### src/rtl/sccb_master_mb_if.sv
// sccb_master_mb_if: command/status bundle between the register/config logic
// and the SCCB master.
interface sccb_master_mb_if #(
    parameter int ADDR_BYTES = 2,
    parameter int MAX_BYTES  = 4
);
    localparam int NB_W = $clog2(MAX_BYTES + 1);
    logic [15:0]             clk_div;
    logic                    start;
    logic                    rw;
    logic [6:0]              dev_id;
    logic [8*ADDR_BYTES-1:0] sub_addr;
    logic [8*MAX_BYTES-1:0]  wr_data;
    logic [NB_W-1:0]         nbytes;
    logic                    busy;
    logic                    done;
    logic                    ack_err;
    logic [8*MAX_BYTES-1:0]  rd_data;
    modport master (
        output clk_div, start, rw, dev_id, sub_addr, wr_data, nbytes,
        input  busy, done, ack_err, rd_data
    );
    modport slave (
        input  clk_div, start, rw, dev_id, sub_addr, wr_data, nbytes,
        output busy, done, ack_err, rd_data
    );
endinterface

### src/rtl/sccb_master_mb.sv
// sccb_master_mb: SCCB master for sensor configuration; write and two-phase read
// transactions with 1/2-byte sub-addresses, up to MAX_BYTES data bytes, ACK checking.
module sccb_master_mb #(
    parameter int ADDR_BYTES = 2,
    parameter int MAX_BYTES  = 4,
    parameter bit ACK_CHECK  = 1'b1
) (
    input  logic            clk,
    input  logic            rst,
    sccb_master_mb_if.slave cmd,
    output logic            sccb_clk,
    output logic            sccb_data_out,
    output logic            sccb_data_en,
    input  logic            sccb_data_in
);
    localparam int NB_W = $clog2(MAX_BYTES + 1);
    localparam int AW   = 8 * ADDR_BYTES;
    localparam int DW   = 8 * MAX_BYTES;

    typedef enum logic [2:0] {IDLE, START, BYTE, ACK, STOP, GAP} state_t;
    state_t state, nxt;

    logic [15:0]     div_q, qcnt;
    logic [1:0]      q;
    logic [2:0]      bit_idx, bcnt, last;
    logic            ph, rd_q, ack_err, done;
    logic [6:0]      dev_q;
    logic [AW-1:0]   sub_q;
    logic [DW-1:0]   wr_q, rd_data;
    logic [NB_W-1:0] nb_q, nb_in;
    logic [7:0]      tx_byte;
    logic            tick, qend, sample, rxing, abort;

    assign nb_in  = (cmd.nbytes > NB_W'(MAX_BYTES)) ? NB_W'(MAX_BYTES) : cmd.nbytes;
    assign tick   = qcnt == div_q;
    assign qend   = tick && q == 2'd3;
    assign sample = qcnt == 16'd0 && q == 2'd2;
    assign rxing  = rd_q && ph && bcnt != 3'd0;
    assign abort  = ACK_CHECK && ack_err;
    // bcnt indexes the bytes of the current phase: 0 is the ID byte
    assign last = rd_q ? (ph ? (nb_q == '0 ? 3'd1 : 3'(nb_q)) : 3'(ADDR_BYTES))
                       : 3'(ADDR_BYTES) + 3'(nb_q);
    assign tx_byte = bcnt == 3'd0 ? {dev_q, rd_q & ph}
                   : int'(bcnt) <= ADDR_BYTES ? 8'(sub_q >> (8 * (ADDR_BYTES - int'(bcnt))))
                   : 8'(wr_q >> (8 * (int'(bcnt) - 1 - ADDR_BYTES)));

    assign cmd.busy    = state != IDLE;
    assign cmd.done    = done;
    assign cmd.ack_err = ack_err;
    assign cmd.rd_data = rd_data;

    always_comb begin
        nxt           = state;
        sccb_clk      = 1'b1;
        sccb_data_out = 1'b1;
        sccb_data_en  = 1'b1;
        case (state)
            IDLE: nxt = cmd.start ? START : IDLE;
            START: begin
                sccb_data_out = q == 2'd0;
                sccb_clk      = q != 2'd3;
                if (qend) nxt = BYTE;
            end
            BYTE: begin
                sccb_clk      = q == 2'd1 || q == 2'd2;
                sccb_data_out = rxing | tx_byte[3'd7 - bit_idx];
                sccb_data_en  = !rxing;
                if (qend && bit_idx == 3'd7) nxt = ACK;
            end
            ACK: begin
                sccb_clk      = q == 2'd1 || q == 2'd2;
                sccb_data_out = !rxing || bcnt == last;
                sccb_data_en  = rxing;
                if (qend) nxt = (abort || bcnt == last) ? STOP : BYTE;
            end
            STOP: begin
                sccb_data_out = q[1];
                sccb_clk      = q != 2'd0;
                if (qend) nxt = (rd_q && !ph && !abort) ? GAP : IDLE;
            end
            GAP: if (qend) nxt = START;
            default: nxt = IDLE;
        endcase
    end

    always_ff @(posedge clk) begin
        done <= 1'b0;
        if (rst) begin
            state   <= IDLE;
            qcnt    <= '0;
            q       <= '0;
            bit_idx <= '0;
            bcnt    <= '0;
            ph      <= 1'b0;
            ack_err <= 1'b0;
            rd_data <= '0;
            div_q   <= '0;
            rd_q    <= 1'b0;
            dev_q   <= '0;
            sub_q   <= '0;
            wr_q    <= '0;
            nb_q    <= '0;
        end else begin
            state <= nxt;
            if (state == IDLE) begin
                if (cmd.start) begin
                    div_q   <= cmd.clk_div;
                    rd_q    <= cmd.rw;
                    dev_q   <= cmd.dev_id;
                    sub_q   <= cmd.sub_addr;
                    wr_q    <= cmd.wr_data;
                    nb_q    <= nb_in;
                    ack_err <= 1'b0;
                    rd_data <= '0;
                    qcnt    <= '0;
                    q       <= '0;
                    bcnt    <= '0;
                    bit_idx <= '0;
                    ph      <= 1'b0;
                end
            end else begin
                qcnt <= tick ? 16'd0 : qcnt + 16'd1;
                if (tick) q <= q + 2'd1;
                if (sample && state == ACK && !rxing) ack_err <= ack_err | sccb_data_in;
                if (sample && state == BYTE && rxing) rd_data <= {rd_data[DW-2:0], sccb_data_in};
                if (qend && state == BYTE) bit_idx <= bit_idx + 3'd1;
                if (qend && state == ACK && nxt == BYTE) bcnt <= bcnt + 3'd1;
                if (qend && state == GAP) begin
                    ph   <= 1'b1;
                    bcnt <= '0;
                end
                if (qend && state == STOP && nxt == IDLE) done <= 1'b1;
            end
        end
    end
endmodule

### src/flat_wrapper.sv
// flat-port wrapper written by rule: the top's interface ports become plain ports
module sccb_master_mb_flat 
#(
    parameter int ADDR_BYTES = 2,
    parameter int MAX_BYTES  = 4,
    parameter bit ACK_CHECK  = 1'b1
)
  (clk, rst, sccb_clk, sccb_data_out, sccb_data_en, sccb_data_in, cmd_clk_div, cmd_start, cmd_rw, cmd_dev_id, cmd_sub_addr, cmd_wr_data, cmd_nbytes, cmd_busy, cmd_done, cmd_ack_err, cmd_rd_data);
  sccb_master_mb_if #(.ADDR_BYTES(ADDR_BYTES), .MAX_BYTES(MAX_BYTES)) cmd_i ();
  input  logic clk;
  input  logic rst;
  output logic sccb_clk;
  output logic sccb_data_out;
  output logic sccb_data_en;
  input  logic sccb_data_in;
  input wire logic [$bits(cmd_i.clk_div)-1:0] cmd_clk_div;
  input wire logic [$bits(cmd_i.start)-1:0] cmd_start;
  input wire logic [$bits(cmd_i.rw)-1:0] cmd_rw;
  input wire logic [$bits(cmd_i.dev_id)-1:0] cmd_dev_id;
  input wire logic [$bits(cmd_i.sub_addr)-1:0] cmd_sub_addr;
  input wire logic [$bits(cmd_i.wr_data)-1:0] cmd_wr_data;
  input wire logic [$bits(cmd_i.nbytes)-1:0] cmd_nbytes;
  output wire logic [$bits(cmd_i.busy)-1:0] cmd_busy;
  output wire logic [$bits(cmd_i.done)-1:0] cmd_done;
  output wire logic [$bits(cmd_i.ack_err)-1:0] cmd_ack_err;
  output wire logic [$bits(cmd_i.rd_data)-1:0] cmd_rd_data;
  assign cmd_i.clk_div = cmd_clk_div;
  assign cmd_i.start = cmd_start;
  assign cmd_i.rw = cmd_rw;
  assign cmd_i.dev_id = cmd_dev_id;
  assign cmd_i.sub_addr = cmd_sub_addr;
  assign cmd_i.wr_data = cmd_wr_data;
  assign cmd_i.nbytes = cmd_nbytes;
  assign cmd_busy = cmd_i.busy;
  assign cmd_done = cmd_i.done;
  assign cmd_ack_err = cmd_i.ack_err;
  assign cmd_rd_data = cmd_i.rd_data;
  sccb_master_mb #(.ADDR_BYTES(ADDR_BYTES), .MAX_BYTES(MAX_BYTES), .ACK_CHECK(ACK_CHECK)) u_core (.clk(clk), .rst(rst), .cmd(cmd_i), .sccb_clk(sccb_clk), .sccb_data_out(sccb_data_out), .sccb_data_en(sccb_data_en), .sccb_data_in(sccb_data_in));
endmodule
### config.mk
export PLATFORM = sky130hd
export DESIGN_NAME = sccb_master_mb_flat
export DESIGN_NICKNAME = d
export VERILOG_FILES = /design/src/rtl/sccb_master_mb_if.sv /design/src/rtl/sccb_master_mb.sv /design/src/flat_wrapper.sv
export SDC_FILE = /design/constraint.sdc
export NUM_CORES = 1
export LEC_CHECK = 0
export CORE_MARGIN = 1.5
export CORE_UTILIZATION = 55
export DETAILED_ROUTE_END_ITERATION = 12
export PLACE_DENSITY = 0.89
export SKIP_CTS_REPAIR_TIMING = 1
export SLEW_MARGIN = 10
export SYNTH_ARGS = -nofsm -noshare
export SYNTH_HDL_FRONTEND = slang
export SYNTH_SLANG_ARGS = --single-unit
### constraint.sdc
create_clock -name clk -period 5.4 [get_ports clk]
set_input_delay 1.08 -clock clk [delete_from_list [all_inputs] [get_ports clk]]
set_output_delay 1.08 -clock clk [all_outputs]
set_load 0.03 [all_outputs]
# Word-level counts from Yosys, hierarchy flattened
# Index checks and enable logic that the tools add are counted.
# totals
regBits	137
in_bits	79
wordCells	134
# classes
n_bitwise	3
shift	2
n_eq_ne	14
magnitude_cmp	3
add_sub_neg	9
n_mux	41
reduce_logical	47
# op_table
operator	count
32-bit 2-to-1 mux	3
3-bit 2-to-1 mux	17
16-bit 2-to-1 mux	3
16-bit by 32-bit right shift with 8-bit output	1
32-bit by 32-bit right shift with 8-bit output	1
29-bit by 3-bit subtractor with 29-bit output (second input constant)	1
3-bit one-hot mux with 6 select lines	1
1-bit logical AND	17
16-bit by 1-bit adder with 16-bit output (second input constant)	1
16-bit equality test	1
16-bit zero test	1
8-bit 2-to-1 mux	2
2-bit AND reduction	7
3-bit zero test	4
2-bit nonzero test	6
3-bit by 2-bit equality test with 1-bit output (second input constant)	3
3-bit equality test (second input constant)	3
3-bit nonzero test	3
1-bit 2-to-1 mux	8
3-bit by 1-bit adder with 3-bit output (second input constant)	2
2-bit 2-to-1 mux	3
2-bit equality test (second input constant)	2
3-bit by 4-bit less-than comparator with 1-bit output (second input constant)	1
2-bit inequality test (second input constant)	2
20 further kinds	26

# Depth between registers and ports, before layout
# Gate-level depths: netlist (run 1).
# depth
word_depth	14
ltp_mapped	13
ltp_nobuf	11

# Worst setup path after synthesis (run 1)
# No wires, ideal clock.
# synth_path
path_type	register to output
startpoint	reg u_core.bcnt[0]
endpoint	out sccb_data_out
t_required_ns	4.320
path_buffers	3
arrival_ns	2.803
stages_incl_launch_ff	13
setup_slack_ns	1.517
cell_sequence	dfxtp_1 > buf_2 > buf_2 > inv_1 > ha_1 > buf_2 > nand3_1 > ha_1 > a211oi_1 > nand4_1 > o221ai_1 > a22oi_1 > o211ai_1
# synth_via
elab_chain_cells	9
# synth_lines
item	line	rtl
from (decl)	sccb_master_mb.sv:25	logic [2:0] bit_idx, bcnt, last;
from (signal assigned)	sccb_master_mb.sv:127	if (qend && state == ACK && nxt == BYTE) bcnt <= bcnt + 3'd1;
3-bit by 1-bit subtractor with 4-bit output	sccb_master_mb.sv:45	: 8'(wr_q >> (8 * (int'(bcnt) - 1 - ADDR_BYTES)));
29-bit by 3-bit subtractor with 29-bit output	sccb_master_mb.sv:45	
32-bit by 32-bit right shift with 8-bit output	sccb_master_mb.sv:45	
8-bit 2-to-1 mux	sccb_master_mb.sv:44	: int'(bcnt) <= ADDR_BYTES ? 8'(sub_q >> (8 * (ADDR_BYTES - int'(bcnt))))
8-bit 2-to-1 mux	sccb_master_mb.sv:43	assign tx_byte = bcnt == 3'd0 ? {dev_q, rd_q & ph}
1-bit binary-select mux with 3-bit select	sccb_master_mb.sv:66	sccb_data_out = rxing | tx_byte[3'd7 - bit_idx];
1-bit 2-to-1 mux (not written as such)	sccb_master_mb.sv:66	
1-bit bitwise OR	sccb_master_mb.sv:66	
1-bit one-hot mux with 4 select lines *	sccb_master_mb.sv:57	case (state)
to (decl)	flat_wrapper.sv:13	output logic sccb_data_out;
# Mark *: on every way between the ends. The rest lies on a longest branch, timed or not. The select of a mux whose other input is x is not followed.

# Worst setup path in the final report (run 1)
# layout_path
startpoint	reg u_core.bcnt[1]
endpoint	out sccb_data_out
# The elaborated chain is that of the path after synthesis.

==> summary.txt, run 1 <==
Synthesis
  • Mapped Area: 6447 sq um
  • EDFF count, synth: 0
  • Synthesis warning total: 0
  • Synth area leader: dfxtp_1
  • Largest cells by area after synthesis: dfxtp_1 43%, nand2_1 13%, a21oi_1 9.9%
  • Cell with the most instances after synthesis: nand2_1
  • Synth top area share: between 40% and 50%
  • Synth cell count leaders: 215 x nand2_1, 137 x dfxtp_1, 127 x a21oi_1
  • Top FF cell, synth: dfxtp_1
  • Synth unique cells: 53
  • Async set or reset register ratio after synthesis: 0%
  • Synth Net Count: 897
  • Cells after synthesis: 803
  • #FFs+latches synth: 137
  • Syn avg cell area: around 8 sq um
  • Register area share after synthesis: a little over two fifths

Setup path
  • WP buf/inv: 4
  • FF-to-FF End: u_core.cmd.rd_data[4]
  • Critical Path Max Stage Delay: 720 ps
  • Worst path arrival time: roughly 3700 ps
  • Setup crit end kind: output port
  • CP Launch Type: flip-flop
  • CP Launch Point: u_core.bcnt[1]
  • Most common cell on crit path: ha_1
  • Critical path class: flip-flop to output port
  • Worst r2r src: u_core.state[1]
  • CP delay by family, top: buffers and inverters
  • CP Depth: 12
  • Worst Path Required: 4320 ps
  • Slowest-stage cell, CP: clkdlybuf4s50_1
  • Critical path cell sequence: inv_1, ha_1, buf_4, ha_1, inv_1, ha_1, nor4bb_1, nand4_1, o221ai_1, o2111ai_1, o211ai_1, clkdlybuf4s50_1
  • Crit Path Max Fanout: 13
  • R2R depth: 5
  • R2R Setup Slk: 2600 ps
  • Critical Path Sink: sccb_data_out

Clock tree
  • Clock Path Buffers: 2
  • CTS Buf Count: 17
  • H-tree levels: 4
  • Worst-path clk slew: 60 ps
  • Root Buffer: clkbuf_16
  • CTS tree: done
  • Clock tree sinks: 137
  • Clk_lat worst skew: 420 ps

Detailed routing
  • Wire per inst: approximately 15 um
  • Final WL: between 15000 and 20000 um
  • Vias: between 5000 and 6000
  • DRC violations left: 0
  • Post-DR vias/cell: 5.796
  • Routed Antenna Nets: 0
  • DRT Pass-1 Iters: 5
  • DRT iter0 DRCs: 607

Global route
  • Wire length of the first global-routing pass: 26100 um
  • Largest net degree at the start of global routing: 114
  • GRT Util Overall: between 20 and 30%
  • Grt total ovfl: 0
  • Antenna violations before repair: 0
  • Vias in the first global route: 5565

STA
  • Final setup violation count: 0
  • Slew headroom: about 22%
  • Setup ws final: 591.3 ps
  • Fin crit share: roughly nine tenths
  • Hold slack: roughly 450 ps
  • Max Clock Freq: 208.0 MHz
  • Slew @ Worst Pin: 1166 ps
  • Setup TNS: 0 ps
  • Crit path time final: 4809 ps
  • Clk_skew: 8.636 ps
  • Final Hold Viols: 0
  • Final slew viol count: 0
  • RSZ-0062 raised after global routing: no

Floorplan
  • Chip width: between 100 and 150 um
  • Die area: 12380 sq um
  • I/O pins: roughly 120
  • Starting Density: 56.47%
  • Die H: 111.3 um
  • Num rows: 39
  • Core area: 11420 sq um

Cells and area
  • Design area: 8149 sq um
  • Final-stage net count: about 970
  • Layout Area Growth over Synthesis: 26.39%
  • Ant diodes: 0
  • Share of cells above drive strength 1: under 10%
  • Finished Core Util: 71.37%

Place
  • GP Congestion: 0.8903
  • Post-place setup slack: about 1000 ps
  • Port bufs: between 100 and 150
  • Detail Placement HPWL: 10070 um
  • Placed inst area: 7538 sq um

Pwr
  • Switch share: 23.57%
  • Switching power: around 0.0006 W
  • Leakage: 2.772 nW
  • Power per cell area: ~310 nW/um^2
  • Combinational power share: slightly above 9%
  • Internal: 0.001905 W
  • Seq pwr share: 43.2%
  • Peak VDD IR: 0.0001718 V
  • Clock network fraction of total power: 47.6%

Status
  • Status: complete, no violations

Worst hold path
  • Worst hold path class: flip-flop to flip-flop

Job
  • Max cap viols: 0
state kept, by name, indices dropped and copies added, names as in the netlist, 2 cells and up:
signal	cells
u_core.nb_q	3
u_core.state	3
u_core.dev_q	7
u_core.sub_q	16
u_core.cmd.rd_data	32
u_core.wr_q	32
u_core.bit_idx	3
u_core.qcnt	16
u_core.div_q	16
u_core.q	2
u_core.bcnt	3
worst min-delay path by stage:
stage                          startpoint               to  slack [ps]  cells past startpoint
after floorplan            u_core.nb_q[0]   u_core.nb_q[0]         430                      2
after global placement    u_core.dev_q[4]  u_core.dev_q[4]         440                      2
after detailed placement  u_core.sub_q[8]  u_core.sub_q[8]         450                      2
after CTS                 u_core.dev_q[0]  u_core.dev_q[0]         450                      2
after global routing       u_core.wr_q[8]   u_core.wr_q[8]         470                      2
final                      u_core.wr_q[8]   u_core.wr_q[8]         450                      2
through the flow:
step           total power [W]  std cells
2_1_floorplan         0.001228        803
3_3_place_gp          0.001316        999
3_5_place_dp          0.001321        999
4_1_cts               0.002496       1031
5_1_grt               0.002566       1031
6_report              0.002493       1031
placed cells by master, fill, tap and decap left out, types with 3 or more instances in the layout:
cell	instances
a21oi_1	127
a311oi_1	8
a31oi_1	7
and4_1	3
buf_4	7
bufinv_16	3
clkbuf_16	17
clkdlybuf4s50_1	115
clkinv_2	3
clkinvlp_4	3
dfxtp_1	137
ha_1	15
inv_1	18
mux2i_1	10
mux4_2	13
nand2_1	214
nand2b_1	6
nand3_1	48
nand3b_1	3
nand4_1	9
nor2_1	21
nor2b_1	3
nor3_1	8
nor4_1	3
o2111ai_1	5
o21ai_0	10
o32ai_1	3
or2_2	3
or3_1	5
xnor2_1	18
tightest hold or removal path: stages, from the launching register on:
cell and delay, ps:
dfxtp_1 310, nand2_1 50, a21oi_1 50
power groups by stage:
stage	Clock, W	Sequential (W)	Combinational (W)
5_1_grt	0.00124	0.00108	0.000250
6_report	0.00119	0.00108	0.000227
3_5_place_dp	0	0.00110	0.000223
4_1_cts	0.00119	0.00108	0.000227
3_3_place_gp	0	0.00110	0.000220
2_1_floorplan	0	0.00109	0.000142
metal layers:
metal	share of wire (%)	wire length [um]	vias up	track usage, %
met4	2.2	340	0	10.97
met5	0	0	-	0
li1	-	-	2915	-
met1	43	6758	2799	33.26
met3	6.6	1031	27	5.085
met2	48	7587	235	41.96
area by class of cell:
type | instances | area (sq um)
Multi-Input combinational cell | 579 | 3351
Clock buffer | 21 | 460.4
Inverter | 18 | 67.56
Clock inverter | 11 | 145.1
Tap cell | 143 | 178.9
Sequential cell | 137 | 2743
Timing Repair Buffer | 122 | 1204
Fill cell | 821 | 3269
cell families after synthesis:
kind of cell               Yosys count  synth area share (%)
AOI/OAI and AO/OA                  173                 15.18
xor gates and xnor gates            20                 2.833
adders and majority gates           15                 2.911
buffers and inverters               87                 5.705
DFF                                137                 42.54
muxes                               26                 6.618
and+or+nand+nor                    345                 24.22
Note: power is estimated with default switching activity, not from simulation.
==> inputs of run 2 (changes only) <==
Settings changed: CELL_PAD_IN_SITES_DETAIL_PLACEMENT set to 1, CELL_PAD_IN_SITES_GLOBAL_PLACEMENT set to 1, CORE_UTILIZATION 55 to 42, GPL_ROUTABILITY_DRIVEN set to 0, PLACE_DENSITY 0.89 to 0.92, SKIP_CTS_REPAIR_TIMING 1 to not set.
==> summary.txt, run 2 (same netlist as run 1, synthesis figures left out) <==
Floorplan
  • Num rows: 45
  • Starting Density: 42.73%
  • I/O pins: around 120
  • Die H: about 130 um
  • Core area: 15090 sq um
  • Die area: around 16000 sq um
  • Chip width: 126.9 um

Cells and area
  • Layout Area Growth over Synthesis: 27.46%
  • Top flop regs: u_core.cmd.rd_data: 32 flops, u_core.wr_q: 32 flops
  • Ant diodes: 0
  • Commonest non-fill, non-tap cells in the layout: 214 x nand2_1, 137 x dfxtp_1, 127 x a21oi_1
  • Most common cell after layout, fill and taps aside: nand2_1
  • Final-stage net count: approximately 970
  • Share of cells above drive strength 1: 7.191%
  • Finished Core Util: 54.46%

Global route
  • Vias in the first global route: 6355
  • Grt total ovfl: 0
  • GRT Util Overall: 25.14%
  • Wire length of the first global-routing pass: 31930 um
  • Antenna violations before repair: 0
  • Largest net degree at the start of global routing: between 90 and 100

Detailed routing
  • DRT Pass-1 Iters: 4
  • Routed Antenna Nets: 0
  • Final WL: 19400 um
  • Wire per inst: 18.00 um
  • Post-DR vias/cell: 5.695
  • Vias: 6139
  • DRT iter0 DRCs: 380
  • DRC violations left: 0

Clock tree
  • Post-cts resize count: 0
  • Hold_buf cts: 0
  • CTS Buf Count: 17
  • Clk_lat worst skew: 430 ps
  • H-tree levels: 4
  • Worst-path clk slew: roughly 60 ps
  • Clock Path Buffers: 2
  • CTS tree: done
  • Postcts setup bufs: 0
  • Clock tree sinks: 137
  • Root Buffer: clkbuf_16

Pwr
  • Power per cell area: 306.4 nW/um^2
  • Peak VDD IR: 0.0002305 V
  • Leakage: approximately 2.8 nW

STA
  • Setup ws final: 663.0 ps
  • Clk_skew: ~9 ps
  • Fin crit share: 87.72%
  • RSZ-0062 raised after global routing: no
  • Final Hold Viols: 0
  • Slew headroom: between 20 and 25%
  • Max Clock Freq: 211.1 MHz
  • Setup TNS: 0 ps
  • Final slew viol count: 0
  • Crit path time final: 4737 ps
  • Hold slack: 454.7 ps
  • Final setup violation count: 0
  • Slew @ Worst Pin: roughly 1200 ps

Setup path
  • Crit Path Max Fanout: 13
  • Setup crit end kind: output port
  • Worst path arrival time: 3660 ps
  • Worst Path Required: 4320 ps
  • CP Launch Type: flip-flop
  • Critical path class: flip-flop to output port

Job
  • Max cap viols: 0

Place
  • Detail Placement HPWL: 12980 um
  • Post-place setup slack: between 800 and 900 ps
  • Port bufs: 116

Worst hold path
  • Worst hold path class: flip-flop to flip-flop

Status
  • Status: complete, no violations
## run 2: worst paths after layout
path                                      start  cells after the start  slack, ps               to
worst max-delay path             u_core.bcnt[1]                     12        660    sccb_data_out
worst min-delay path            u_core.sub_q[2]                      2        450  u_core.sub_q[2]
worst max register to register   u_core.qcnt[6]                      6       2550   u_core.bcnt[0]
worst min register to register  u_core.sub_q[2]                      2        450  u_core.sub_q[2]
## run 2: cell type report
| type | instances | area [sq um] |
|---|---|---|
| Tap cell | 188 | 235.2 |
| Timing Repair Buffer | 124 | 1221 |
| Multi-Input combinational cell | 579 | 3346 |
| Clock inverter | 11 | 145.1 |
| Sequential cell | 137 | 2743 |
| Fill cell | 1793 | 6872 |
| Inverter | 18 | 67.56 |
| Clock buffer | 21 | 460.4 |
## run 2: metrics by stage
step	power [W]	cells	cell area, sq um
floorplan	0.001228	803	6447
global placement	0.001324	1046	7610
detailed placement	0.001335	1046	7610
CTS	0.002529	1078	8215
global route	0.002604	1078	8218
finish	0.002518	1078	8218
## run 2: power breakdown
group / total [W] / internal [W] / switching [W]
logic: 0.000237 / 0.000107 / 0.000130
registers: 0.00108 / 0.00105 / 0.0000307
clock network: 0.00120 / 0.000749 / 0.000451
## run 2: worst max-delay path: stages (launching register included)
cell            delay (ps)
dfxtp_1                450
inv_1                  160
ha_1                   300
buf_4                  240
ha_1                   180
inv_1                   40
ha_1                   260
nor4bb_1               330
nand4_1                250
o221ai_1               300
o2111ai_1              170
o211ai_1               200
dlymetal6s2s_1         340
## run 2: per-layer routing
layer / up-vias / part of all wire (%) / track usage (%)
met5: - / 0 / 0
met1: 3003 / 42 / 29.27
met2: 176 / 51 / 43.99
met4: 0 / 3.7 / 12.77
met3: 48 / 3.6 / 4.935
li1: 2912 / - / -
==> inputs of run 3 (changes only) <==
Settings changed: CORE_UTILIZATION 42 to 39, PLACE_DENSITY 0.92 to 0.86.
Clock period 5.4 ns to 4.9 ns, I/O delays scaled along.
==> summary.txt, run 3 (same netlist as run 1, synthesis figures left out) <==
Status
  • Status: complete, no violations

Cells and area
  • Commonest non-fill, non-tap cells in the layout: 214 x nand2_1, 137 x dfxtp_1, 127 x a21oi_1
  • Top flop regs: u_core.cmd.rd_data: 32 flops, u_core.wr_q: 32 flops
  • Final-stage net count: 970
  • Area of the multi-input gates: 3346 sq um
  • Share of cells above drive strength 1: under 10%
  • # fillers: ~2000
  • Most common cell after layout, fill and taps aside: nand2_1
  • FF/Latch Area: approximately 2700 sq um
  • Layout Area Growth over Synthesis: 28.31%
  • Final Non-Filler Cells: about 1100
  • Ant diodes: 0

Setup path
  • Critical Path Max Stage Delay: around 740 ps
  • Most common cell on crit path: ha_1
  • Worst r2r src: u_core.state[1]
  • Slowest-stage cell, CP: ha_1
  • CP Launch Type: flip-flop
  • Setup crit end kind: output port
  • CP delay by family, top: adder cells
  • WP buf/inv: 3
  • R2R depth: 5
  • R2R Setup Slk: 1950 ps
  • CP Launch Point: u_core.bcnt[1]
  • Worst path arrival time: 3580 ps
  • Crit Path Max Fanout: 13
  • FF-to-FF End: u_core.cmd.rd_data[11]
  • Critical path class: flip-flop to output port
  • Critical path cell sequence: inv_1, ha_1, ha_1, inv_1, ha_1, nor4bb_1, nand4_1, o221ai_1, o2111ai_1, o211ai_1, buf_12
  • Worst Path Required: 3920 ps

Clock tree
  • CTS Buf Count: 17
  • Hold_buf cts: 0
  • Worst-path clk slew: 60 ps
  • Clock Path Buffers: 2
  • Root Buffer: clkbuf_16
  • H-tree levels: 4
  • Clk_lat worst skew: 420 ps
  • Post-cts resize count: 0
  • CTS tree: done
  • Clock tree sinks: between 100 and 150
  • Postcts setup bufs: 0

STA
  • Crit path time final: 4557 ps
  • Slew headroom: roughly 23%
  • Final Hold Viols: 0
  • Setup TNS: 0 ps
  • Clk_skew: 7.394 ps
  • Final slew viol count: 0
  • Max Clock Freq: 219.4 MHz
  • Fin crit share: 93.00%
  • Final setup violation count: 0
  • RSZ-0062 raised after global routing: no
  • Setup ws final: 342.9 ps
  • Slew @ Worst Pin: 1153 ps

Global route
  • Largest net degree at the start of global routing: 93
  • Wire length of the first global-routing pass: 31380 um
  • Vias in the first global route: 6212
  • GRT Util Overall: 22.39%
  • Antenna violations before repair: 0
  • Grt total ovfl: 0

Pwr
  • Peak VDD IR: 0.0002662 V
  • Switch share: 23.48%
  • Internal: 0.002150 W
  • Leakage: 2.798 nW
  • Seq pwr share: 42.4%
  • Switching power: 0.0006596 W
  • Power per cell area: 339.6 nW/um^2
  • Clock network fraction of total power: 48.4%
  • Combinational power share: 9.2%

Floorplan
  • Starting Density: 40.30%
  • I/O pins: 117
  • Core area: around 16000 sq um
  • Die H: 131.6 um
  • Chip width: 131.6 um
  • Die area: 17310 sq um
  • Num rows: 46

Worst hold path
  • Hold Startpoint: u_core.sub_q[11]
  • Hold path depth: 2
  • Worst hold path class: flip-flop to flip-flop
  • Worst Hold Path EP: u_core.sub_q[11]

Detailed routing
  • DRT iter0 DRCs: 293
  • DRT Pass-1 Iters: 4
  • Post-DR vias/cell: 5.368
  • Vias: 5926
  • Wire per inst: 16.96 um
  • DRC violations left: 0
  • Final WL: about 19000 um
  • Routed Antenna Nets: 0

Job
  • Max cap viols: 0

Place
  • Post-place setup slack: 765.8 ps
  • Port bufs: 116
  • Inst Count DP: 1073
  • Detail Placement HPWL: about 13000 um
[run 3: cell types whose count changed in the layout (fill, tap and decap cells not counted), sizes merged]
cell / delta
bufinv: +1
clkbuf: -1
clkinv: +1
clkinvlp: -2
dlymetal6s2s: -1
[run 3: worst min-delay path, cell delays in order, from the launching register on]
cell	delay (ps)
dfxtp_1	310
nand2_1	50
a21oi_1	50
[run 3: worst max-delay path by stage]
stage,to,slack (ps),depth (start not counted)
5_1_grt,sccb_data_out,100,11
6_report,sccb_data_out,340,11
2_1_floorplan,sccb_data_out,1120,12
4_1_cts,sccb_data_out,300,11
3_3_place_gp,sccb_data_out,970,11
3_5_place_dp,sccb_data_out,770,11
[run 3: through the flow]
stage / hold WS (ps) / power (W) / utilization (%) / cell area [sq um]
final: 455.2 / 0.002809 / 51.70 / 8273
after CTS: 457.0 / 0.002833 / 51.70 / 8273
after detailed placement: 448.7 / 0.001470 / 47.79 / 7647
after floorplan: 428.8 / 0.001354 / - / 6447
after global routing: 469.2 / 0.002904 / 51.70 / 8273
after global placement: 441.9 / 0.001461 / 47.79 / 7647
[run 3: area by class of cell]
type                    instances  area share, %
clock inverters                11          2.042
repair buffers                123          14.76
flip-flops and latches        137          33.15
inverters                      18         0.8167
multi-input cells             579          40.44
well taps                     216          3.267
clock buffers                  20          5.520
[run 3: routing by layer]
layer,track usage (%),share of wire [%],vias to the layer above
met5,0,0,-
met4,7.901,2.0,0
met3,4.360,3.0,29
met2,38.95,51,127
met1,27.51,44,2860
li1,-,-,2910
[run 3: power by group through the flow]
stage / Sequential (W) / Combinational (W) / Clock [W]
3_3_place_gp: 0.00121 / 0.000251 / 0
6_report: 0.00119 / 0.000259 / 0.00136
3_5_place_dp: 0.00121 / 0.000257 / 0
5_1_grt: 0.00119 / 0.000288 / 0.00142
2_1_floorplan: 0.00120 / 0.000156 / 0
4_1_cts: 0.00119 / 0.000261 / 0.00138
